===== src/rtl/hbridge_pwm_ctrl_if.sv =====
// Command/driver-pin bundle between application logic and the H-bridge controller.
// Latency: none (wires only).
// Backpressure: none; commands are levels sampled every clk.
interface hbridge_pwm_ctrl_if #(
    parameter int N_CH  = 2,
    parameter int PWM_W = 8
);
    logic                    enable;
    logic [2*N_CH-1:0]       dir_cmd;
    logic [PWM_W*N_CH-1:0]   duty_cmd;
    logic                    pause;
    logic [N_CH-1:0]         in1;
    logic [N_CH-1:0]         in2;
    logic [N_CH-1:0]         pwm;
    logic                    stby;
    logic                    paused;

    // Command side: drives enable/direction/duty/pause, observes the pins.
    modport master (
        output enable, dir_cmd, duty_cmd, pause,
        input  in1, in2, pwm, stby, paused
    );

    // Controller side.
    modport slave (
        input  enable, dir_cmd, duty_cmd, pause,
        output in1, in2, pwm, stby, paused
    );
endinterface


===== src/rtl/hbridge_pwm_ctrl.sv =====
// Multi-channel H-bridge driver: per-channel direction FSM with reversal dead-time, brake, soft-start PWM, global pause.
// Latency: dir_cmd/enable take effect one edge after sampling; pause edge coasts the outputs two edges after sampling.
// Backpressure: none; all outputs decode from registers only, rst clears them asynchronously.
module hbridge_pwm_ctrl #(
    parameter int N_CH      = 2,
    parameter int PWM_W     = 8,
    parameter int PRESC     = 4096,
    parameter int DEAD_CYC  = 50_000,
    parameter int RAMP_STEP = 1,
    parameter int PAUSE_CYC = 100_000_000
) (
    input  logic              clk,
    input  logic              rst,
    hbridge_pwm_ctrl_if.slave bus
);

    localparam int PRESC_W = (PRESC > 1)     ? $clog2(PRESC)     : 1;
    localparam int DEAD_W  = (DEAD_CYC > 1)  ? $clog2(DEAD_CYC)  : 1;
    localparam int PAUSE_W = (PAUSE_CYC > 1) ? $clog2(PAUSE_CYC) : 1;

    typedef enum logic [2:0] {
        ST_IDLE,
        ST_RUN_CW,
        ST_RUN_CCW,
        ST_DEAD,
        ST_BRAKE
    } state_e;

    state_e             state_q  [N_CH];
    state_e             state_d  [N_CH];
    logic [DEAD_W-1:0]  dead_q   [N_CH];
    logic [DEAD_W-1:0]  dead_d   [N_CH];
    logic [PWM_W-1:0]   duty_q   [N_CH];
    logic [PWM_W-1:0]   duty_d   [N_CH];
    logic [PWM_W:0]     ramp_sum [N_CH];

    logic [PRESC_W-1:0] presc_q, presc_d;
    logic [PWM_W-1:0]   cnt_q, cnt_d;
    logic               presc_tc;
    logic               boundary;

    logic               pause_q;
    logic               rise_q;
    logic               paused_q, paused_d;
    logic [PAUSE_W-1:0] pcnt_q, pcnt_d;
    logic               stby_q;

    logic [N_CH-1:0]    in1_w, in2_w, pwm_w;

    // Shared PWM timebase and the pause window (one-shot, no retrigger while active).
    always_comb begin
        presc_tc = (presc_q == PRESC_W'(PRESC - 1));
        presc_d  = presc_tc ? '0 : presc_q + 1'b1;
        cnt_d    = presc_tc ? cnt_q + 1'b1 : cnt_q;
        boundary = presc_tc && (cnt_q == '1);
        paused_d = paused_q;
        pcnt_d   = pcnt_q;
        if (paused_q) begin
            if (pcnt_q == '0) begin
                paused_d = 1'b0;
            end else begin
                pcnt_d = pcnt_q - 1'b1;
            end
        end else if (rise_q) begin
            paused_d = 1'b1;
            pcnt_d   = PAUSE_W'(PAUSE_CYC - 1);
        end
    end

    // Per-channel direction FSM next state, dead-time countdown and duty ramp.
    always_comb begin
        for (int i = 0; i < N_CH; i++) begin
            state_d[i]  = state_q[i];
            dead_d[i]   = dead_q[i];
            duty_d[i]   = '0;
            ramp_sum[i] = {1'b0, duty_q[i]} + (PWM_W+1)'(RAMP_STEP);
            case (state_q[i])
                ST_IDLE: begin
                    case (bus.dir_cmd[2*i +: 2])
                        2'b01:   state_d[i] = ST_RUN_CW;
                        2'b10:   state_d[i] = ST_RUN_CCW;
                        2'b11:   state_d[i] = ST_BRAKE;
                        default: state_d[i] = ST_IDLE;
                    endcase
                end
                ST_RUN_CW, ST_RUN_CCW: begin
                    case (bus.dir_cmd[2*i +: 2])
                        2'b00:   state_d[i] = ST_IDLE;
                        2'b11:   state_d[i] = ST_BRAKE;
                        2'b01: begin
                            if (state_q[i] == ST_RUN_CCW) begin
                                state_d[i] = ST_DEAD;
                                dead_d[i]  = DEAD_W'(DEAD_CYC - 1);
                            end
                        end
                        default: begin
                            if (state_q[i] == ST_RUN_CW) begin
                                state_d[i] = ST_DEAD;
                                dead_d[i]  = DEAD_W'(DEAD_CYC - 1);
                            end
                        end
                    endcase
                end
                ST_DEAD: begin
                    // Stop and brake cut the dead-time short; a CW/CCW flip keeps counting.
                    if (bus.dir_cmd[2*i +: 2] == 2'b00) begin
                        state_d[i] = ST_IDLE;
                    end else if (bus.dir_cmd[2*i +: 2] == 2'b11) begin
                        state_d[i] = ST_BRAKE;
                    end else if (dead_q[i] == '0) begin
                        state_d[i] = (bus.dir_cmd[2*i +: 2] == 2'b01) ? ST_RUN_CW : ST_RUN_CCW;
                    end else begin
                        dead_d[i] = dead_q[i] - 1'b1;
                    end
                end
                ST_BRAKE: begin
                    case (bus.dir_cmd[2*i +: 2])
                        2'b00:   state_d[i] = ST_IDLE;
                        2'b01:   state_d[i] = ST_RUN_CW;
                        2'b10:   state_d[i] = ST_RUN_CCW;
                        default: state_d[i] = ST_BRAKE;
                    endcase
                end
                default: state_d[i] = ST_IDLE;
            endcase
            // Pause overrides any command decided on the same edge.
            if (paused_d) begin
                state_d[i] = ST_IDLE;
            end
            // Duty only survives while staying in the same run state; any exit restarts the ramp from 0.
            if ((state_q[i] == ST_RUN_CW || state_q[i] == ST_RUN_CCW) && state_d[i] == state_q[i]) begin
                if (RAMP_STEP == 0) begin
                    duty_d[i] = bus.duty_cmd[PWM_W*i +: PWM_W];
                end else if (bus.duty_cmd[PWM_W*i +: PWM_W] < duty_q[i]) begin
                    duty_d[i] = bus.duty_cmd[PWM_W*i +: PWM_W];
                end else if (boundary) begin
                    if (ramp_sum[i] > {1'b0, bus.duty_cmd[PWM_W*i +: PWM_W]}) begin
                        duty_d[i] = bus.duty_cmd[PWM_W*i +: PWM_W];
                    end else begin
                        duty_d[i] = ramp_sum[i][PWM_W-1:0];
                    end
                end else begin
                    duty_d[i] = duty_q[i];
                end
            end
        end
    end

    // Pin decode from registered state; coast in IDLE/DEAD.
    always_comb begin
        in1_w = '0;
        in2_w = '0;
        pwm_w = '0;
        for (int i = 0; i < N_CH; i++) begin
            case (state_q[i])
                ST_RUN_CW: begin
                    in1_w[i] = 1'b1;
                    pwm_w[i] = (cnt_q < duty_q[i]);
                end
                ST_RUN_CCW: begin
                    in2_w[i] = 1'b1;
                    pwm_w[i] = (cnt_q < duty_q[i]);
                end
                ST_BRAKE: begin
                    in1_w[i] = 1'b1;
                    in2_w[i] = 1'b1;
                    pwm_w[i] = 1'b1;
                end
                default: begin
                    in1_w[i] = 1'b0;
                    in2_w[i] = 1'b0;
                    pwm_w[i] = 1'b0;
                end
            endcase
        end
    end

    // State registers; rst clears everything without waiting for a clock.
    always_ff @(posedge clk or posedge rst) begin
        if (rst) begin
            presc_q  <= '0;
            cnt_q    <= '0;
            pause_q  <= 1'b0;
            rise_q   <= 1'b0;
            paused_q <= 1'b0;
            pcnt_q   <= '0;
            stby_q   <= 1'b0;
            for (int i = 0; i < N_CH; i++) begin
                state_q[i] <= ST_IDLE;
                dead_q[i]  <= '0;
                duty_q[i]  <= '0;
            end
        end else begin
            presc_q  <= presc_d;
            cnt_q    <= cnt_d;
            pause_q  <= bus.pause;
            rise_q   <= bus.pause & ~pause_q;
            paused_q <= paused_d;
            pcnt_q   <= pcnt_d;
            stby_q   <= bus.enable;
            for (int i = 0; i < N_CH; i++) begin
                state_q[i] <= state_d[i];
                dead_q[i]  <= dead_d[i];
                duty_q[i]  <= duty_d[i];
            end
        end
    end

    assign bus.in1    = in1_w;
    assign bus.in2    = in2_w;
    assign bus.pwm    = pwm_w;
    assign bus.stby   = stby_q;
    assign bus.paused = paused_q;

endmodule


===== src/flat_wrapper.sv =====
// flat-port wrapper written by rule: the top's interface ports become plain ports
module hbridge_pwm_ctrl_flat 
#(
    parameter int N_CH      = 2,
    parameter int PWM_W     = 8,
    parameter int PRESC     = 4096,
    parameter int DEAD_CYC  = 50_000,
    parameter int RAMP_STEP = 1,
    parameter int PAUSE_CYC = 100_000_000
)
  (clk, rst, bus_enable, bus_dir_cmd, bus_duty_cmd, bus_pause, bus_in1, bus_in2, bus_pwm, bus_stby, bus_paused);
  hbridge_pwm_ctrl_if #(.N_CH(N_CH), .PWM_W(PWM_W)) bus_i ();
  input  logic clk;
  input  logic rst;
  input wire logic [$bits(bus_i.enable)-1:0] bus_enable;
  input wire logic [$bits(bus_i.dir_cmd)-1:0] bus_dir_cmd;
  input wire logic [$bits(bus_i.duty_cmd)-1:0] bus_duty_cmd;
  input wire logic [$bits(bus_i.pause)-1:0] bus_pause;
  output wire logic [$bits(bus_i.in1)-1:0] bus_in1;
  output wire logic [$bits(bus_i.in2)-1:0] bus_in2;
  output wire logic [$bits(bus_i.pwm)-1:0] bus_pwm;
  output wire logic [$bits(bus_i.stby)-1:0] bus_stby;
  output wire logic [$bits(bus_i.paused)-1:0] bus_paused;
  assign bus_i.enable = bus_enable;
  assign bus_i.dir_cmd = bus_dir_cmd;
  assign bus_i.duty_cmd = bus_duty_cmd;
  assign bus_i.pause = bus_pause;
  assign bus_in1 = bus_i.in1;
  assign bus_in2 = bus_i.in2;
  assign bus_pwm = bus_i.pwm;
  assign bus_stby = bus_i.stby;
  assign bus_paused = bus_i.paused;
  hbridge_pwm_ctrl #(.N_CH(N_CH), .PWM_W(PWM_W), .PRESC(PRESC), .DEAD_CYC(DEAD_CYC), .RAMP_STEP(RAMP_STEP), .PAUSE_CYC(PAUSE_CYC)) u_core (.clk(clk), .rst(rst), .bus(bus_i));
endmodule

===== config.mk =====
export PLATFORM = sky130hd
export DESIGN_NAME = hbridge_pwm_ctrl_flat
export DESIGN_NICKNAME = d
export VERILOG_FILES = /design/src/rtl/hbridge_pwm_ctrl_if.sv /design/src/rtl/hbridge_pwm_ctrl.sv /design/src/flat_wrapper.sv
export SDC_FILE = /design/constraint.sdc
export NUM_CORES = 1
export LEC_CHECK = 0
export CAP_MARGIN = 20
export CORE_MARGIN = 3
export CORE_UTILIZATION = 58
export DETAILED_ROUTE_END_ITERATION = 16
export DONT_BUFFER_PORTS = 1
export PLACE_DENSITY = 0.86
export SYNTH_ARGS = -nofsm -noshare
export SYNTH_HDL_FRONTEND = slang
export SYNTH_SLANG_ARGS = --single-unit

===== constraint.sdc =====
create_clock -name clk -period 3 [get_ports clk]
set_input_delay 0.3 -clock clk [delete_from_list [all_inputs] [get_ports clk]]
set_output_delay 0.3 -clock clk [all_outputs]
set_load 0.02 [all_outputs]

==> results of run 1 <==
[how the worst max path moves through the flow]
stage	start	endpoint	cells past startpoint	slack, ps
after floorplan	u_core.duty_q[8]	u_core.duty_q[9]	12	-40
after global placement	u_core.duty_q[9]	u_core.duty_q[9]	11	90
after detailed placement	u_core.duty_q[8]	u_core.duty_q[9]	11	50
after CTS	u_core.duty_q[8]	u_core.duty_q[9]	11	30
after global routing	u_core.duty_q[8]	u_core.duty_q[13]	11	-80
final	u_core.duty_q[8]	u_core.duty_q[9]	10	20
[area by class of cell]
class	count	share of cell area, %
Inverter	55	2.535
Clock inverter	6	0.8299
Clock buffer	9	2.716
Multi-Input combinational cell	660	55.73
Sequential cell	105	31.70
Tap cell	168	2.535
Timing Repair Buffer	42	3.954
[flip-flops by register name, summed over array words and instances, names as in the netlist]
register           count
u_core.rise_q          1
u_core.cnt_q           8
u_core.state_q         6
u_core.pcnt_q         27
u_core.bus.stby        1
u_core.presc_q        12
u_core.dead_q         32
u_core.duty_q         16
u_core.bus.paused      1
u_core.pause_q         1
[synthesized netlist by cell type (4+ instances only)]
cell and number:
or3_1 10, nand4b_1 5, ha_1 66, nand2_1 66, nand2b_1 11, and3_1 14
a211oi_1 14, o2111ai_1 6, o22ai_1 4, nor4_1 18, xnor2_1 50, nand3b_1 7
o21ai_0 35, a21o_1 12, buf_2 5, inv_1 55, o211ai_1 9, a21oi_1 36
or4_1 7, nand4_1 15, o31ai_1 5, and2_1 6, o21a_1 4, nor3_1 27
xor2_1 21, mux2i_1 7, nor3b_1 4, a211o_1 4, a31oi_1 15, dfrtp_1 105
clkbuf_1 20, nor2_1 88, nor2b_1 13, nand3_1 30
[report_power, final]
part / switching (uW) / internal (uW)
Combinational: 358 / 298
Sequential: 192 / 1600
Clock: 526 / 648
[logic make-up (layout without fill, tap and decap cells)]
logic type | count (synthesis) | after routing | share of synthesized area [%]
muxes | 10 | 10 | 1.385
xor gates and xnor gates | 71 | 71 | 8.296
adders and majority gates | 66 | 66 | 11.02
AOI/OAI and AO/OA | 177 | 177 | 16.36
and+or+nand+nor | 336 | 336 | 23.50
buffers and inverters | 83 | 112 | 4.390
DFF | 105 | 105 | 35.05
[what timing repair did]
item	in CTS	in global routing
endpoints found under the setup margin	0	16
hold buffers	2	0
resized for setup	0	16
hold endpoints to repair	2	0
[routing by layer]
metal | share of wire [%] | wire length [um] | global-route usage [%]
met1 | 45 | 7674 | 32.88
met5 | 0 | 0 | 0
met3 | 5.0 | 851 | 4.006
met4 | 1.8 | 312 | 6.729
met2 | 48 | 8148 | 40.25
[stage by stage]
stage	hold slack, ps	setup WS, ps	util, %
final	5.940	24.25	67.35
after floorplan	331.4	-40.53	-
after CTS	33.62	25.55	66.73
after global placement	331.5	89.80	64.14
after global routing	65.52	-83.80	67.35
after detailed placement	331.5	51.95	64.18
==> flow_summary.toml, run 1 <==
[status]
status = "complete, no violations"

[floorplan]
ios = 32
core_um2 = 12310
die_h_um = 119.7
rows = 40
dieWidth_um = 119.7
start_util_pct = 60.88
dieArea_um2 = 14320

[timing]
slew_headroom_pct = 39.09
worstMarginPinSlew_ps = 911.7
post-route-period-util_pct = 99.19
hold_viol_final = 0
fin_tns_setup_ps = 0
finalSetupViolations = 0
final-max-slew-violation-count = 0
fmax_ghz = 0.3361
fin_crit_ps = 2976
rsz0062_at_grt = "true"
skew_ps = 5.178

[worst_setup_path]
r2r_end = "u_core.duty_q[9]"
cp_data_required_time_ps = 3210
cp_slowest_cell = "or4b_4"
rr_worst_depth = 10
r2r-start = "u_core.duty_q[8]"
critPathCaptureType = "flip-flop"
startpoint_type = "flip-flop"
path_class = "flip-flop to flip-flop"
slowest_delay_ps = 520
worst_ep_arrival_time_ps = 3190
crit_chain = "nand3_2, or3b_4, xnor2_2, ha_1, nand2_2, or4b_4, and3_4, or4_1, o21ai_1, a221oi_2"
path_buf_inv = 0
critPathTopFamily = "simple AND/OR/NAND/NOR gates"
rrSetupSlack_ps = 20
cp_max_fo = 5

[yosys]
synth_flop_cell = "dfrtp_1"
yosys.area.top_type = "dfrtp_1"
synthTopCellsByArea = "dfrtp_1, ha_1, xnor2_1, nor2_1, nand2_1"
syn-cell-area_um2 = 7496
ys_ff_latch = 105
ys_seq_area_share_pct = 35.05
synth_cell_types = 70
synth_edf_count = 0
async_reset_ff_share_pct = 100.0
synth.avg_cell_area_um2 = 8.840
syn_inst = 848
syn_nets = 938
synth_top_area_share_pct = 35.05
ys.warnings.count = 0

[placed_design]
post_dp_cell_area_um2 = 7901
dp.cells = 1027
place_congestion = 0.9350
hpwl_mm = 12.34
io_buffers = 0

[run]
cap_violations = 0

[cts]
clkTransAtPathRegs_ps = 70
cts_buffers = 9
htreeDepth = 3
postCtsSetupBuffers = 0
cts_buffer_depth = 2
clockRootBuffer = "clkbuf_16"
cts.sinks = 105
cts_tree = "built"
clkLatencyLatePin_ps = 350

[pwr]
p_leak_uw = 0.003561
p_total_uw = 3621
cellPowerDensity_nw_per_um2 = 436.7
ir_drop_v = 0.0005154

[drt]
routed_via_density = 6.139
drt-total-wl_mm = 16.99
dr.pass1.iters = 5
drtIter0Drc = 538
postRouteAntennaNets = 0
wl_per_cell_um = 16.26
vias = 6415
drc_errors = 0

[finish]
antenna_cells = 0
multi_input_area_um2 = 4621
layout_commonest_cell = "dfrtp_1"
final_cells = 1045
layout-drive-gt1-share_pct = 10.03
fill_cells = 1004
nets = 963
fin_area_um2 = 8292
seq_area_um2 = 2629
syn2layout_area_growth_pct = 10.62
final_cell_mix = "dfrtp_1, nor2_1, ha_1"

[global_routing]
grt.overflow.total = 0
antenna_found_initial = 0
grt_pass1_wl_mm = 28.86
grt_pass1_vias = 6083
grt_util_all_layers_pct = 24.21
grt_max_degree = 47

[worst_hold_path]
holdCritPathClass = "input pin to async pin"
Note: power is estimated with default switching activity, not from simulation.
==> run 2, diff against run 1 <==
Settings changed: REMOVE_ABC_BUFFERS set to 1.
==> flow_summary.toml, run 2 (synthesis results as in run 1) <==
[status]
status = "complete, no violations"

[timing]
skew_ps = 9.266
final-max-slew-violation-count = 0
hold_viol_final = 0
fmax_ghz = 0.3387
worstMarginPinSlew_ps = 1073
post-route-period-util_pct = 98.42
fin_tns_setup_ps = 0
fin_crit_ps = 2953
finalSetupViolations = 0
slew_headroom_pct = 28.00

[placed_design]
dp.cells = 1027
io_buffers = 0
post_dp_cell_area_um2 = 7889
hpwl_mm = 12.10
place_congestion = 0.9307

[drt]
drtIter0Drc = 618
dr.pass1.iters = 5
drt-total-wl_mm = 17.04
postRouteAntennaNets = 0
wl_per_cell_um = 16.22
drc_errors = 0
routed_via_density = 6.170
vias = 6478

[worst_setup_path]
cp_max_fo = 6
rrSetupSlack_ps = 50
critPathCaptureType = "flip-flop"
slowest_delay_ps = 410
path_class = "flip-flop to flip-flop"
worst_ep_arrival_time_ps = 3170
crit_chain = "ha_2, and3_4, nand3_2, xnor2_2, ha_1, nor4_1, o221ai_1, and3_4, buf_4, o21ai_0, and3_1, a2111oi_4"
startpoint_type = "flip-flop"
cp_slowest_cell = "dfrtp_1"
cp_common_cell = "and3_4"
cp_data_required_time_ps = 3220
rr_worst_depth = 12

[global_routing]
grt_pass1_vias = 6288
grt_max_degree = 68
grt_pass1_wl_mm = 28.89
antenna_found_initial = 0
grt.overflow.total = 0
grt_util_all_layers_pct = 24.07

[floorplan]
dieArea_um2 = 14320
core_um2 = 12310
dieWidth_um = 119.7
ios = 32
die_h_um = 119.7
rows = 40
start_util_pct = 60.88

[cts]
clkTransAtPathRegs_ps = 70
htreeDepth = 3
cts_tree = "built"
clockRootBuffer = "clkbuf_16"
cts_buffers = 9
cts.sinks = 105
cts_buffer_depth = 2
clkLatencyLatePin_ps = 350

[finish]
layout_commonest_cell = "dfrtp_1"
regMostFlops = "u_core.dead_q"
final_cell_mix = "dfrtp_1, nor2_1, nand2_1, ha_1, inv_1"
fin_area_um2 = 8372
layout-drive-gt1-share_pct = 10.77
fill_cells = 954
antenna_cells = 0
nets = 967
largest_register_ffs = 32
largestRegisters = "u_core.dead_q (32), u_core.pcnt_q (27), u_core.duty_q (16)"
final_cells = 1050
syn2layout_area_growth_pct = 11.68

[pwr]
ir_drop_v = 0.0005111
power.share.clock_pct = 34.5
switching_power_uw = 1086
p_leak_uw = 0.003600
p_total_uw = 3743
switching_share_pct = 29.03
p_comb_share_pct = 17.7
cellPowerDensity_nw_per_um2 = 447.1
intPower_uw = 2656
pwr-share-seq_pct = 47.8

[worst_hold_path]
holdCritPathClass = "input pin to flip-flop"
worstHoldPathCells = 2

[run]
cap_violations = 0
==> run 2: power groups by stage <==
stage,clock network (uW),registers (uW),logic [uW]
3_3_place_gp,0,1800,623
3_5_place_dp,0,1810,647
4_1_cts,1310,1780,658
2_1_floorplan,0,1770,522
5_1_grt,1380,1820,755
6_report,1290,1790,662
==> run 2: path summary, 6_finish.rpt <==
| check | endpoint | start |
|---|---|---|
| worst max-delay path | u_core.duty_q[14] | u_core.duty_q[9] |
| worst min-delay path | u_core.duty_q[12] | bus_duty_cmd[4] |
| worst max register to register | u_core.duty_q[14] | u_core.duty_q[9] |
| worst min register to register | u_core.rise_q | u_core.pause_q |
| max in group asynchronous | u_core.duty_q[10] | rst |
| min in group asynchronous | u_core.pcnt_q[15] | rst |
==> run 2: critical path: cells and delay by family (launching register included) <==
kind	cells	cell delay (ps)
simple gates	5	1160
buf+inv	1	160
fa+ha+maj	2	420
compound gates	3	520
flops	1	410
xor+xnor	1	160
==> run 2: layout make-up <==
cell class                      instances  area (um2)  share of cell area (%)
Multi-Input combinational cell        660        4633                   55.34
Sequential cell                       105        2628                   31.39
Timing Repair Buffer                   46       362.8                   4.334
Clock buffer                           11       242.7                   2.899
Tap cell                              168       210.2                   2.511
Inverter                               55       209.0                   2.496
Clock inverter                          5       86.33                   1.031
==> run 2: repair_timing <==
| action | 4_1_cts | 5_1_grt |
|---|---|---|
| hold buffers | 3 | 0 |
| gates resized for setup | 2 | 21 |
| buffers inserted | 1 | 3 |
| pin swaps | 0 | 3 |
| setup endpoints to repair | 6 | 13 |
| hold endpoints to repair | 40 | 0 |
==> run 2: through the flow <==
step / hold slack [ps] / utilization, % / setup WS (ps)
final: 75.56 / 68.00 / 47.29
after global routing: 68.20 / 68.00 / -108.1
after CTS: 68.82 / 67.14 / 14.79
after detailed placement: 238.8 / 64.08 / -62.23
after global placement: 233.9 / 64.03 / 41.31
after floorplan: 331.4 / - / -73.45
==> run 2: per-layer routing <==
metal  track usage (%)  wire length [um]  vias to the layer above
met5                 0                 0                        -
met4             7.588               357                        0
met3             5.184               877                       41
met2             39.90              8376                      229
met1             31.64              7423                     3093
li1                  -                 -                     3115
